==> src/rtl/m10k_share_pkg.sv <==
// Shared types for the M10K sequencer/arbiter: FSM states, width defaults
// and the read-response tag carried alongside the memory read latency.
package m10k_share_pkg;

  localparam int DATA_W_DEF = 8;
  localparam int ADDR_W_DEF = 8;

  typedef enum logic {
    ST_INIT = 1'b0,
    ST_RUN  = 1'b1
  } state_t;

  typedef struct packed {
    logic valid;
    logic id;
    logic oob;
  } tag_t;

endpackage

==> src/rtl/m10k_share_ctrl_rr_arb2.sv <==
// Two-way round-robin arbiter; combinational grant, last-grant pointer
// advances only when a grant is issued.
module rr_arb2 (
  input  logic       clk,
  input  logic       reset,
  input  logic [1:0] valid,
  input  logic       en,
  output logic [1:0] grant
);

  // 1 = requester 1 was granted most recently; resets to 1 so r0 wins first conflict
  logic last_q;

  always_comb begin
    grant = 2'b00;
    if (en) begin
      case (valid)
        2'b01:   grant = 2'b01;
        2'b10:   grant = 2'b10;
        2'b11:   grant = last_q ? 2'b01 : 2'b10;
        default: grant = 2'b00;
      endcase
    end
  end

  always_ff @(posedge clk) begin
    if (!reset) begin
      last_q <= 1'b1;
    end else if (|grant) begin
      last_q <= grant[1];
    end
  end

endmodule

==> src/rtl/m10k_share_ctrl.sv <==
// Fills the first DEPTH words of one M10K with INIT_VALUE, then shares it
// between two requesters with round-robin grants and per-port read returns.
module m10k_share_ctrl
  import m10k_share_pkg::*;
#(
  parameter int                DATA_W     = DATA_W_DEF,
  parameter int                ADDR_W     = ADDR_W_DEF,
  parameter int                DEPTH      = 16,
  parameter logic [DATA_W-1:0] INIT_VALUE = DATA_W'(1)
) (
  input  logic              clk,
  input  logic              reset,
  input  logic              reinit,
  output logic              start,
  input  logic              r0_valid,
  input  logic              r0_we,
  input  logic [ADDR_W-1:0] r0_addr,
  input  logic [DATA_W-1:0] r0_wdata,
  output logic              r0_ready,
  output logic              r0_rsp_valid,
  output logic [DATA_W-1:0] r0_rsp_data,
  input  logic              r1_valid,
  input  logic              r1_we,
  input  logic [ADDR_W-1:0] r1_addr,
  input  logic [DATA_W-1:0] r1_wdata,
  output logic              r1_ready,
  output logic              r1_rsp_valid,
  output logic [DATA_W-1:0] r1_rsp_data,
  output logic              mem_we,
  output logic [ADDR_W-1:0] mem_waddr,
  output logic [ADDR_W-1:0] mem_raddr,
  output logic [DATA_W-1:0] mem_wdata,
  input  logic [DATA_W-1:0] mem_rdata
);

  localparam logic [ADDR_W-1:0] LAST_IDX = ADDR_W'(DEPTH - 1);
  localparam logic [ADDR_W:0]   DEPTH_X  = (ADDR_W + 1)'(DEPTH);

  state_t            state_q, state_d;
  logic [ADDR_W-1:0] idx_q, idx_d;

  always_comb begin
    state_d = state_q;
    idx_d   = idx_q;
    case (state_q)
      ST_INIT: begin
        idx_d = idx_q + ADDR_W'(1);
        if (idx_q == LAST_IDX) begin
          state_d = ST_RUN;
          idx_d   = '0;
        end
      end
      ST_RUN: begin
        if (reinit) begin
          state_d = ST_INIT;
          idx_d   = '0;
        end
      end
      default: state_d = ST_INIT;
    endcase
  end

  always_ff @(posedge clk) begin
    if (!reset) begin
      state_q <= ST_INIT;
      idx_q   <= '0;
    end else begin
      state_q <= state_d;
      idx_q   <= idx_d;
    end
  end

  assign start = (state_q == ST_RUN);

  logic       run_en;
  logic [1:0] grant;

  assign run_en = (state_q == ST_RUN) && !reinit;

  rr_arb2 u_arb (
    .clk   (clk),
    .reset (reset),
    .valid ({r1_valid, r0_valid}),
    .en    (run_en),
    .grant (grant)
  );

  assign r0_ready = grant[0];
  assign r1_ready = grant[1];

  logic              accept, sel, req_we, req_oob;
  logic [ADDR_W-1:0] req_addr;
  logic [DATA_W-1:0] req_wdata;

  assign accept    = |grant;
  assign sel       = grant[1];
  assign req_we    = sel ? r1_we    : r0_we;
  assign req_addr  = sel ? r1_addr  : r0_addr;
  assign req_wdata = sel ? r1_wdata : r0_wdata;
  // Out-of-range requests are still accepted; they just never touch the array
  assign req_oob   = ({1'b0, req_addr} >= DEPTH_X);

  // Tag rides alongside the memory's registered read so the response
  // can be steered to the right port and zeroed if out of range.
  tag_t              tag0_d, tag0_q, tag1_q;
  logic [DATA_W-1:0] rsp_dat;

  always_comb begin
    tag0_d       = '0;
    tag0_d.valid = accept && !req_we;
    tag0_d.id    = sel;
    tag0_d.oob   = req_oob;
  end

  assign rsp_dat = tag1_q.oob ? '0 : mem_rdata;

  always_ff @(posedge clk) begin
    if (!reset) begin
      mem_we       <= 1'b0;
      mem_waddr    <= '0;
      mem_raddr    <= '0;
      mem_wdata    <= '0;
      tag0_q       <= '0;
      tag1_q       <= '0;
      r0_rsp_valid <= 1'b0;
      r1_rsp_valid <= 1'b0;
      r0_rsp_data  <= '0;
      r1_rsp_data  <= '0;
    end else begin
      mem_we       <= 1'b0;
      tag0_q       <= tag0_d;
      tag1_q       <= tag0_q;
      r0_rsp_valid <= tag1_q.valid && !tag1_q.id;
      r1_rsp_valid <= tag1_q.valid && tag1_q.id;
      if (tag1_q.valid && !tag1_q.id) r0_rsp_data <= rsp_dat;
      if (tag1_q.valid && tag1_q.id)  r1_rsp_data <= rsp_dat;

      if (state_q == ST_INIT) begin
        mem_we    <= 1'b1;
        mem_waddr <= idx_q;
        mem_wdata <= INIT_VALUE;
      end else if (accept) begin
        if (req_we) begin
          mem_we    <= !req_oob;
          mem_waddr <= req_addr;
          mem_wdata <= req_wdata;
        end else begin
          mem_raddr <= req_addr;
        end
      end
    end
  end

endmodule

==> config.mk <==
export PLATFORM = sky130hd
export DESIGN_NAME = m10k_share_ctrl
export DESIGN_NICKNAME = d
export VERILOG_FILES = /design/src/rtl/m10k_share_pkg.sv /design/src/rtl/m10k_share_ctrl_rr_arb2.sv /design/src/rtl/m10k_share_ctrl.sv
export SDC_FILE = /design/constraint.sdc
export NUM_CORES = 1
export LEC_CHECK = 0
export ABC_AREA = 1
export CORE_ASPECT_RATIO = 1.75
export CORE_MARGIN = 4
export CORE_UTILIZATION = 45
export DETAILED_ROUTE_END_ITERATION = 8
export PLACE_DENSITY = 0.8
export SLEW_MARGIN = 20
export SYNTH_ARGS = -nofsm -noshare
export SYNTH_HDL_FRONTEND = slang
export SYNTH_SLANG_ARGS = --single-unit
export TNS_END_PERCENT = 10
==> constraint.sdc <==
create_clock -name clk -period 1.8 [get_ports clk]
set_clock_uncertainty 0.1 [all_clocks]
set_input_delay 0.45 -clock clk [delete_from_list [all_inputs] [get_ports clk]]
set_output_delay 0.45 -clock clk [all_outputs]
set_load 0.02 [all_outputs]
Word-level counts from Yosys, hierarchy flattened
Index checks and enable logic that the tools add are counted.
- flip-flop bits (word level): 59
- output and inout bits: 46
- logic and storage cells: 64
- add/subtract/negate cells: 1
- order comparisons: 1
- equal/unequal tests: 7
- multiplexer cells: 22
- bitwise operators: 2
- reduce and logical (&&, ||, !) cells: 13
- operator list (cell ; count):
    8-bit 2-to-1 mux ; 8
    8-bit one-hot mux with 2 select lines ; 1
    1-bit 2-to-1 mux ; 9
    8-bit by 1-bit adder with 8-bit output, second input constant ; 1
    8-bit by 4-bit == test with 1-bit output, second input constant ; 1
    8-bit by 5-bit >= comparator with 1-bit output, second input constant ; 1
    2-bit one-hot mux with 3 select lines ; 1
    2-bit AND reduction ; 3
    2-bit == test, second input constant ; 2
    1-bit logical AND ; 4
    1-bit zero test ; 4
    2-bit 2-to-1 mux ; 2
    2-bit by 1-bit != test with 1-bit output, second input constant ; 2
    3-bit AND reduction ; 1
    2-bit by 1-bit == test with 1-bit output, second input constant ; 1
    2-bit != test, second input constant ; 1
    1-bit NOT ; 2
    1-bit one-hot mux with 2 select lines ; 1
    2-bit OR reduction ; 1

Longest topological paths before layout
Gate-level depths: netlist of the first run.
- depth after elaboration: 9
- depth in mapped cells: 9
- depth with buffers taken out: 8

Cells and area by module
Synthesis of the first run repeated with hierarchy kept, for this count alone.
- cells, all modules: 381
- area, all modules: 2727.6 µm²
- modules (own cells, without submodules) (module ; times used ; cells an instance ; area each (µm²) ; seq. area each (µm²)):
    m10k_share_ctrl ; 1 ; 370 ; 2660.1 ; 1161.1
    rr_arb2 ; 1 ; 11 ; 67.6 ; 20.0

Worst setup path before layout of the first run
Ideal clock, no wire load.
- path type: register to output
- from: register state_q (netlist: start)
- to: output port r0_ready
- arrival time: 1403 ps
- slack: -153 ps
- stages on the path, launching flop included: 6
- buffers on the path: 1
- path through: dfxtp_1 -> inv_2 -> nor2_8 -> buf_2 -> nand2_1 -> nor2_1
- word-level cells in the longest chain between the ends: 2
- RTL lines (item ; line ; RTL):
    start, declared ; m10k_share_ctrl.sv:39 ; state_t state_q, state_d;
    start signal, assigned ; m10k_share_ctrl.sv:68 ; state_q <= state_d;
    1-bit logical AND ; m10k_share_ctrl.sv:78 ; assign run_en = (state_q == ST_RUN) && !reinit;
    2-bit 2-to-1 mux ; m10k_share_ctrl_rr_arb2.sv:16 ; if (en) begin
    end, declared ; m10k_share_ctrl.sv:19 ; output logic r0_ready,
Every way passes these cells.

Worst setup path after layout of the first run
- from: register u_arb.last_q
- to: output port r1_ready
- word-level cells in the longest chain between the ends: 3
- RTL lines (item ; line ; RTL):
    start, declared ; m10k_share_ctrl_rr_arb2.sv:12 ; logic last_q;
    start signal, assigned ; m10k_share_ctrl_rr_arb2.sv:30 ; last_q <= grant[1];
    2-bit 2-to-1 mux ; m10k_share_ctrl_rr_arb2.sv:20 ; 2'b11: grant = last_q ? 2'b01 : 2'b10;
    2-bit one-hot mux with 3 select lines ; m10k_share_ctrl_rr_arb2.sv:17 ; case (valid)
    2-bit 2-to-1 mux ; m10k_share_ctrl_rr_arb2.sv:16 ;
    end, declared ; m10k_share_ctrl.sv:26 ; output logic r1_ready,
Every way passes these cells.

==> results of run 1 <==
## synthesized netlist by cell type (all sizes together)
cell type	count
buf	6
dfxtp	59
nand2	140
clkinv	4
nand4	17
nor2	57
nand3	22
nor3	1
ha	1
clkbuf	8
inv	45
o21ai	15
a21oi	33
## report_power, final
| part | switching (mW) | internal (mW) |
|---|---|---|
| sequential | 0.0138 | 1.32 |
| clock | 0.548 | 0.676 |
| combinational | 0.104 | 0.133 |
## flip-flops by register name (all words and copies together), names as in the netlist
signal and flops:
idx_q 8, tag0_q 3, r1_rsp_valid 1, mem_waddr 8
r0_rsp_data 8, start 1, tag1_q 3, mem_we 1
u_arb.last_q 1, r0_rsp_valid 1, mem_wdata 8, mem_raddr 8
r1_rsp_data 8
## per-stage QoR
stage	utilization	hold slack, ns	cells	instance area (um2)	setup TNS [ns]
6_report	0.676	0.322	598	3940	0
3_3_place_gp	0.649	0.301	580	3790	-14.41
3_5_place_dp	0.649	0.305	580	3790	-15.26
5_1_grt	0.676	0.364	598	3940	0
4_1_cts	0.675	0.328	598	3940	0
2_1_floorplan	-	0.290	408	2700	0
## what timing repair did
action                                  CTS  global route
endpoints found under the hold margin     0             0
gates resized for setup                  57             4
setup buffers                             2             0
endpoints found under the setup margin   71            22
## worst register-to-register path, delay by kind of cell (launching register included)
| kind | cells | cell delay, ns |
|---|---|---|
| compound gates | 2 | 0.24 |
| buf+inv | 4 | 0.54 |
| flops | 1 | 0.36 |
| simple gates | 3 | 0.28 |
## cells in the final DEF, fill, tap and decap left out, types with 16 or more instances in the layout
cell type | synthesis | routed
clkdlybuf4s50_1 | 0 | 43
nor2_1 | 56 | 55
buf_4 | 1 | 17
a21oi_1 | 33 | 33
nand4_1 | 16 | 16
nand2_1 | 137 | 137
inv_1 | 43 | 43
nand3_1 | 20 | 20
dfxtp_1 | 59 | 58
dlygate4sd2_1 | 0 | 46
## area by class of cell
cell class	instances	area [um2]	share of cell area
Timing Repair Buffer	110	1000	0.254
Tap cell	78	97.6	0.0247
Inverter	49	185	0.0470
Multi-Input combinational cell	286	1270	0.323
Sequential cell	59	1180	0.300
Clock inverter	6	63.8	0.0162
Clock buffer	10	138	0.0349
## per-layer routing
| metal | part of all wire | vias up |
|---|---|---|
| li1 | - | 1492 |
| met1 | 0.38 | 1306 |
| met2 | 0.51 | 109 |
| met3 | 0.077 | 22 |
| met4 | 0.031 | 0 |
| met5 | 0 | - |
## kinds of logic after synthesis
family,after synthesis,synth area share
AND/OR/NAND/NOR,237,0.373
buffers and inverters,63,0.0941
flip-flops,59,0.437
AO/OA/AOI/OAI,48,0.0904
adder cells (fa/ha/maj),1,0.00463
## final timing paths
kind | end | slack (ns) | startpoint | cells past startpoint
worst max-delay path | r1_ready | 0.09 | u_arb.last_q | 4
worst min-delay path | tag1_q[0] | 0.32 | tag0_q[0] | 2
worst max register to register | mem_wdata[7] | 0.19 | start | 9
worst min register to register | tag1_q[0] | 0.32 | tag0_q[0] | 2
==> metrics.cfg, run 1 <==
[outcome]
status = finished, final reports clean

[cts]
cts_sinks = 59
cts_root_buf = clkbuf_8
worstSkewPairLatency_ns = 0.34
postCtsHoldBufs = 0
cts_buffers = 9
clk_pin_slew_ns = 0.07
cts_tree = yes
cts_max_level = 3
clk_path_buf_depth = 2

[grt]
busiest_layer = met2
grt.met2_usage = 0.385
grt_max_degree = 24
grt_pass1_wl_mm = 12.7
antenna_found_initial = 0
overflow = 0
grt.met1_usage = 0.229
track_usage = 0.220
met3_usage = 0.0661
grt_pass1_vias = 2809

[synthesis]
synth_top_area_frac = 0.437
syn_area_um2 = 2700
yosysWarnings = 0
syn-num-nets = 456
syn_area_per_cell_um2 = 6.62
synth_cell_types = 23
syn_inst = 408
synth-seq-cells = 59
yosysSeqAreaShare = 0.437
synth_area_leaders = dfxtp_1 (44%), nand2_1 (19%), nor2_1 (7.8%), a21oi_1 (6.1%), inv_1 (6.0%)
synth_top_area_cell = dfxtp_1

[critical_path]
path_class = flip-flop to primary output
path_buf_inv = 2
crit_fanout = 3
arrival_ns = 1.16
required_ns = 1.25
path_cells = nand2_1, nand4_1, clkinv_1, buf_4
cpLargestDelayFamily = flip-flops
critical-path-max-stage-delay_ns = 0.36
setup.worst_path.end_class = primary output
slowest_stage = dfxtp_1
start_kind = flip-flop

[cells_and_area]
drive_gt1_frac = 0.0962
diodes = 0
synthToLayoutAreaGrowth_pct = 46.1
nets = 563
nFillCells = 540

[drt]
routed_via_density = 4.90
num_vias = 2929
wl_mm = 7.68
antenna_left = 0
drc = 0
drtIter0Drc = 161
wl_per_cell_um = 12.8
dr.pass1.iters = 5

[die]
die_w_um = 66.6
dieArea_um2 = 7350
coreArea_um2 = 5830
start_util = 0.463
rows = 37
die_h_um = 110
ioPinCount = 93

[timing]
hold_viol = 0
setup_slack_ns = 0.0857
fin_crit_sh = 0.952
max_clock_freq_mhz = 583
worstMarginPinSlew_ns = 0.309
grt_setup_unrepaired = no
relSlewSlack = 0.794
drv_slew = 0
finalCriticalPeriod_ns = 1.71
setup_violations = 0

[pwr]
power_leakage_nw = 1.92
fin_total_pwr_mw = 2.79
powerDensity_nw_per_um2 = 708
ir_drop_mv = 0.670

[place]
dpl.hpwl_mm = 5.68
gp_congestion = 0.957
post-place-ws_ns = -0.657
port_buffers = 92

[min_path]
hold_path.class = flip-flop to flip-flop

[job]
maxCapViolCount = 0

No activity file was read; power rests on OpenSTA's default activity.
==> run 2, diff against run 1 <==
--- a/config.mk
+++ b/config.mk
@@ -10,6 +10,7 @@
 export CORE_MARGIN = 4
 export CORE_UTILIZATION = 45
 export DETAILED_ROUTE_END_ITERATION = 8
+export GPL_ROUTABILITY_DRIVEN = 0
 export PLACE_DENSITY = 0.8
 export SLEW_MARGIN = 20
 export SYNTH_ARGS = -nofsm -noshare
==> run 2 against run 1 <==
Net effect:
- flip-flop and latch count stayed put
- via count is 3.0% lower
- combinational power hardly changed
- sequential share of layout area hardly changed
- critical path depth is 1 higher
- largest cell class unchanged
- critical endpoint unchanged
==> metrics.cfg, run 2 (same netlist as run 1, synthesis figures left out) <==
[timing]
hold_slack_ns = 0.328  ; +0.00583 ns
hold_viol = 0  ; unchanged
drv_slew = 0  ; unchanged
max_clock_freq_mhz = 579  ; -0.79%
finalCriticalPeriod_ns = 1.73  ; +0.0136 ns
grt_setup_unrepaired = yes
final.setup.tns_ns = 0  ; unchanged
fin_crit_sh = 0.960  ; +0.00755
relSlewSlack = 0.793  ; about the same
worstMarginPinSlew_ns = 0.309  ; +0.000245 ns
setup_slack_ns = 0.0721  ; -0.0136 ns
setup_violations = 0  ; unchanged

[cells_and_area]
synthToLayoutAreaGrowth_pct = 45.8
diodes = 0  ; unchanged
drive_gt1_frac = 0.0909  ; -0.00524
final_common_cell = nand2_1
nets = 560  ; -0.53%
instances_no_fill = 595  ; -0.50%
layout_common_cells = nand2_1 (137), dfxtp_1 (58), nor2_1 (55)
final_core_util = 0.675  ; -0.00129
design_area_um2 = 3940  ; -0.19%
nFillCells = 527  ; -2.4%

[drt]
wl_mm = 7.58  ; -1.3%
num_vias = 2842  ; -3.0%
dr.pass1.iters = 4  ; -1
wl_per_cell_um = 12.7  ; -0.84%
drtIter0Drc = 108  ; -33%
antenna_left = 0  ; unchanged
routed_via_density = 4.78  ; -2.5%
drc = 0  ; unchanged

[die]
ioPinCount = 93  ; unchanged
die_h_um = 110  ; unchanged
dieArea_um2 = 7350  ; unchanged
die_w_um = 66.6  ; unchanged
rows = 37  ; unchanged
coreArea_um2 = 5830  ; unchanged
start_util = 0.463  ; unchanged

[cts]
cts_max_level = 3  ; unchanged
cts_sinks = 59  ; unchanged
clk_path_buf_depth = 2  ; unchanged
cts_tree = yes
worstSkewPairLatency_ns = 0.34  ; about the same
clk_pin_slew_ns = 0.07  ; about the same
cts_buffers = 9  ; unchanged
cts_root_buf = clkbuf_8

[pwr]
ir_drop_mv = 0.644  ; -3.8%
power_leakage_nw = 1.91  ; -0.31%
fin_total_pwr_mw = 2.94  ; +5.3%
powerDensity_nw_per_um2 = 747  ; +5.5%

[place]
port_buffers = 92  ; unchanged
post-place-ws_ns = -0.653  ; +0.00403 ns
dpl.hpwl_mm = 5.87  ; +3.4%
place_area_um2 = 3780  ; -0.20%
dp.cells = 579  ; -0.17%

[grt]
overflow = 0  ; unchanged
antenna_found_initial = 0  ; unchanged
grt_pass1_wl_mm = 12.7  ; +0.22%
grt_max_degree = 27  ; +13%
track_usage = 0.222  ; +0.00120
grt_pass1_vias = 2752  ; -2.0%

[outcome]
status = finished, final reports clean

[critical_path]
reg2reg_slack_ns = 0.22  ; +0.03 ns
required_ns = 1.25  ; about the same
start_kind = primary input
reg2regPathDepth = 8  ; -1
setup.worst_path.end_class = primary output
arrival_ns = 1.18  ; +0.02 ns
path_class = primary input to primary output
crit_fanout = 3  ; unchanged

[job]
maxCapViolCount = 0  ; unchanged

[min_path]
hold_path.class = flip-flop to flip-flop
holdPathStages = 2  ; unchanged

[run 2: layout make-up]
type / instances / area (um2) / area share
multi-input combinational: 286 / 1270 / 0.322
sequential: 59 / 1180 / 0.300
timing repair buffer: 107 / 976 / 0.248
inverter: 49 / 185 / 0.0470
clock buffer: 12 / 155 / 0.0394
tap: 78 / 97.6 / 0.0248
clock inverter: 4 / 72.6 / 0.0184
[run 2: worst max-delay path: stages]
cell and delay [ns]:
dlygate4sd2_1 0.24, nand2_1 0.09, nand4_1 0.12, clkinv_1 0.11, buf_4 0.17
[run 2: power by group]
part / internal (mW) / switching (mW) / leakage, nW
Combinational: 0.133 / 0.103 / 1.32
Sequential: 1.32 / 0.0142 / 0.478
Clock: 0.853 / 0.517 / 0.113
[run 2: what timing repair did]
| action | in CTS | in global routing |
|---|---|---|
| setup endpoints to repair | 71 | 22 |
| hold buffers | 0 | 0 |
| gates resized for setup | 58 | 3 |
| setup buffers | 0 | 0 |
[run 2: path summary, 6_finish.rpt]
kind                                 from           end
worst max-delay path             r0_valid      r1_ready
worst min-delay path            tag0_q[2]     tag1_q[2]
worst max register to register      start  mem_waddr[2]
worst min register to register  tag0_q[2]     tag1_q[2]
[run 2: routing by layer]
layer	GRT usage	share of wire	up-vias
met5	0	0	-
met4	0.0896	0.024	0
met3	0.0773	0.080	13
met2	0.394	0.53	93
met1	0.227	0.37	1249
li1	-	-	1487
==> run 3, diff against run 2 <==
--- a/config.mk
+++ b/config.mk
@@ -7,10 +7,10 @@
 export LEC_CHECK = 0
 export ABC_AREA = 1
 export CORE_ASPECT_RATIO = 1.75
-export CORE_MARGIN = 4
+export CORE_MARGIN = 2
 export CORE_UTILIZATION = 45
 export DETAILED_ROUTE_END_ITERATION = 8
-export GPL_ROUTABILITY_DRIVEN = 0
+export GPL_ROUTABILITY_DRIVEN = 1
 export PLACE_DENSITY = 0.8
 export SLEW_MARGIN = 20
 export SYNTH_ARGS = -nofsm -noshare
==> run 3 against run 2 <==
Net effect:
- non-clock buffer count up 3
- flip-flop and latch count unchanged
- final cell count increased by 0.50%
- highest routed layer unchanged
- clock power fell by 13%
- largest power group is now sequential cells
- worst setup slack got worse by 0.0072 ns
- register-to-register slack got worse by 0.05 ns
- via count up 2.6%
- final area grew 0.25%
- hold slack improved by 0.0049 ns
- sequential share of layout area is essentially flat
- combinational power about the same
==> metrics.cfg, run 3 (same netlist as run 1, synthesis figures left out) <==
[pwr]
power_leakage_nw = 1.94  ; +1.2%
ir_drop_mv = 0.731  ; +13%
powerDensity_nw_per_um2 = 700  ; -6.3%

[critical_path]
required_ns = 1.25  ; about the same
worstReg2RegEnd = mem_raddr[6]
critical-path-max-stage-delay_ns = 0.26  ; +0.02 ns
worstReg2RegStart = u_arb.last_q
slowest_stage = dlygate4sd2_1
arrival_ns = 1.19  ; about the same
reg2regPathDepth = 8  ; unchanged
path_cells = dlygate4sd2_1, nand2_1, nand4_1, clkinv_2, buf_4
path_class = primary input to primary output
setup.worst_path.end_class = primary output
start_kind = primary input
reg2reg_slack_ns = 0.17  ; -0.05 ns
crit_fanout = 3  ; unchanged

[cells_and_area]
diodes = 0  ; unchanged
nFillCells = 546  ; +3.6%
multiInputGateArea_um2 = 1270  ; +0.20%
final_common_cell = nand2_1
synthToLayoutAreaGrowth_pct = 46.2
final_core_util = 0.677  ; +0.00172
instances_no_fill = 598  ; +0.50%
drive_gt1_frac = 0.102  ; +0.0110
layout_common_cells = nand2_1 (137), dfxtp_1 (57), nor2_1 (54)
nets = 563  ; +0.54%
regArea_um2 = 1180  ; +0.11%

[place]
gp_congestion = 0.909
post-place-ws_ns = -0.660  ; -0.00686 ns
port_buffers = 92  ; unchanged
dpl.hpwl_mm = 5.69  ; -3.2%
dp.cells = 582  ; +0.52%

[drt]
drc = 0  ; unchanged
wl_per_cell_um = 12.4  ; -2.5%
drtIter0Drc = 112  ; +3.7%
routed_via_density = 4.88  ; +2.1%
dr.pass1.iters = 4  ; unchanged
wl_mm = 7.43  ; -2.0%
num_vias = 2917  ; +2.6%
antenna_left = 0  ; unchanged

[cts]
worstSkewPairLatency_ns = 0.34  ; about the same
cts_root_buf = clkbuf_8
clk_path_buf_depth = 2  ; unchanged
cts_sinks = 59  ; unchanged
postCtsHoldBufs = 0  ; unchanged
cts_max_level = 3  ; unchanged
cts_tree = yes
cts_buffers = 9  ; unchanged
clk_pin_slew_ns = 0.07  ; about the same

[timing]
finalCriticalPeriod_ns = 1.74  ; +0.00724 ns
hold_slack_ns = 0.333  ; +0.00492 ns
max_clock_freq_mhz = 576  ; -0.42%
drv_slew = 0  ; unchanged
hold_viol = 0  ; unchanged
setup_slack_ns = 0.0649  ; -0.00724 ns
setup_violations = 0  ; unchanged
fin_crit_sh = 0.964  ; +0.00402
worstMarginPinSlew_ns = 0.287  ; -0.0219 ns
grt_setup_unrepaired = no
relSlewSlack = 0.808  ; +0.0151

[grt]
track_usage = 0.238  ; +0.0163
antenna_found_initial = 0  ; unchanged
overflow = 0  ; unchanged
grt_max_degree = 27  ; unchanged
grt_pass1_vias = 2884  ; +4.8%
grt_pass1_wl_mm = 12.7  ; about the same

[outcome]
status = finished, final reports clean

[die]
start_util = 0.463  ; unchanged
coreArea_um2 = 5830  ; unchanged
ioPinCount = 93  ; unchanged
rows = 37  ; unchanged
die_h_um = 106  ; -3.6%
dieArea_um2 = 6660  ; -9.4%
die_w_um = 62.6  ; -6.0%

[min_path]
worstHoldStart = tag0_q[1]
holdPathStages = 2  ; unchanged
hold_path_end = tag1_q[1]
hold_path.class = flip-flop to flip-flop

[job]
maxCapViolCount = 0  ; unchanged

==> run 3: stage by stage <==
stage / setup TNS [ns] / power (mW) / instance area [um2]
4_1_cts: 0 / 2.78 / 3950
5_1_grt: 0 / 2.88 / 3950
3_5_place_dp: -15.23 / 1.61 / 3810
3_3_place_gp: -14.36 / 1.60 / 3810
6_report: 0 / 2.76 / 3950
2_1_floorplan: 0 / 1.46 / 2700
==> run 3: what timing repair did <==
item                       CTS  global route
gates resized for setup     59             5
setup endpoints to repair   71            12
hold endpoints to repair     0             0
buffers inserted             0             0
pin swaps                    1             0
==> run 3: how the worst max path moves through the flow <==
stage | start | to | cells past startpoint
global route | r0_valid | r1_ready | 5
finish | r0_valid | r1_ready | 5
floorplan | start | r0_ready | 5
global placement | reinit | r1_ready | 5
detailed placement | reinit | r1_ready | 5
CTS | r1_rsp_valid | r1_rsp_valid | 1
==> run 3: report_power, final <==
part / switching [mW] / internal (mW) / total (mW)
combinational: 0.103 / 0.133 / 0.236
clock: 0.521 / 0.670 / 1.19
sequential: 0.0143 / 1.32 / 1.33
total: 0.639 / 2.12 / 2.76
==> run 3: cell type report <==
class | count | share of cell area
multi-input combinational | 286 | 0.322
sequential | 59 | 0.300
timing repair buffer | 110 | 0.257
inverter | 49 | 0.0472
clock buffer | 11 | 0.0358
tap | 78 | 0.0247
clock inverter | 5 | 0.0133
==> run 3: critical path, delay by kind of cell <==
family | cells | cell delay, ns
buffers and inverters | 3 | 0.48
AND/OR/NAND/NOR | 2 | 0.26
==> run 3: per-layer routing <==
layer,global-route usage,vias up,share of wire
li1,-,1496,-
met5,0,-,0
met1,0.243,1304,0.38
met2,0.441,102,0.53
met3,0.0571,15,0.065
met4,0.124,0,0.025
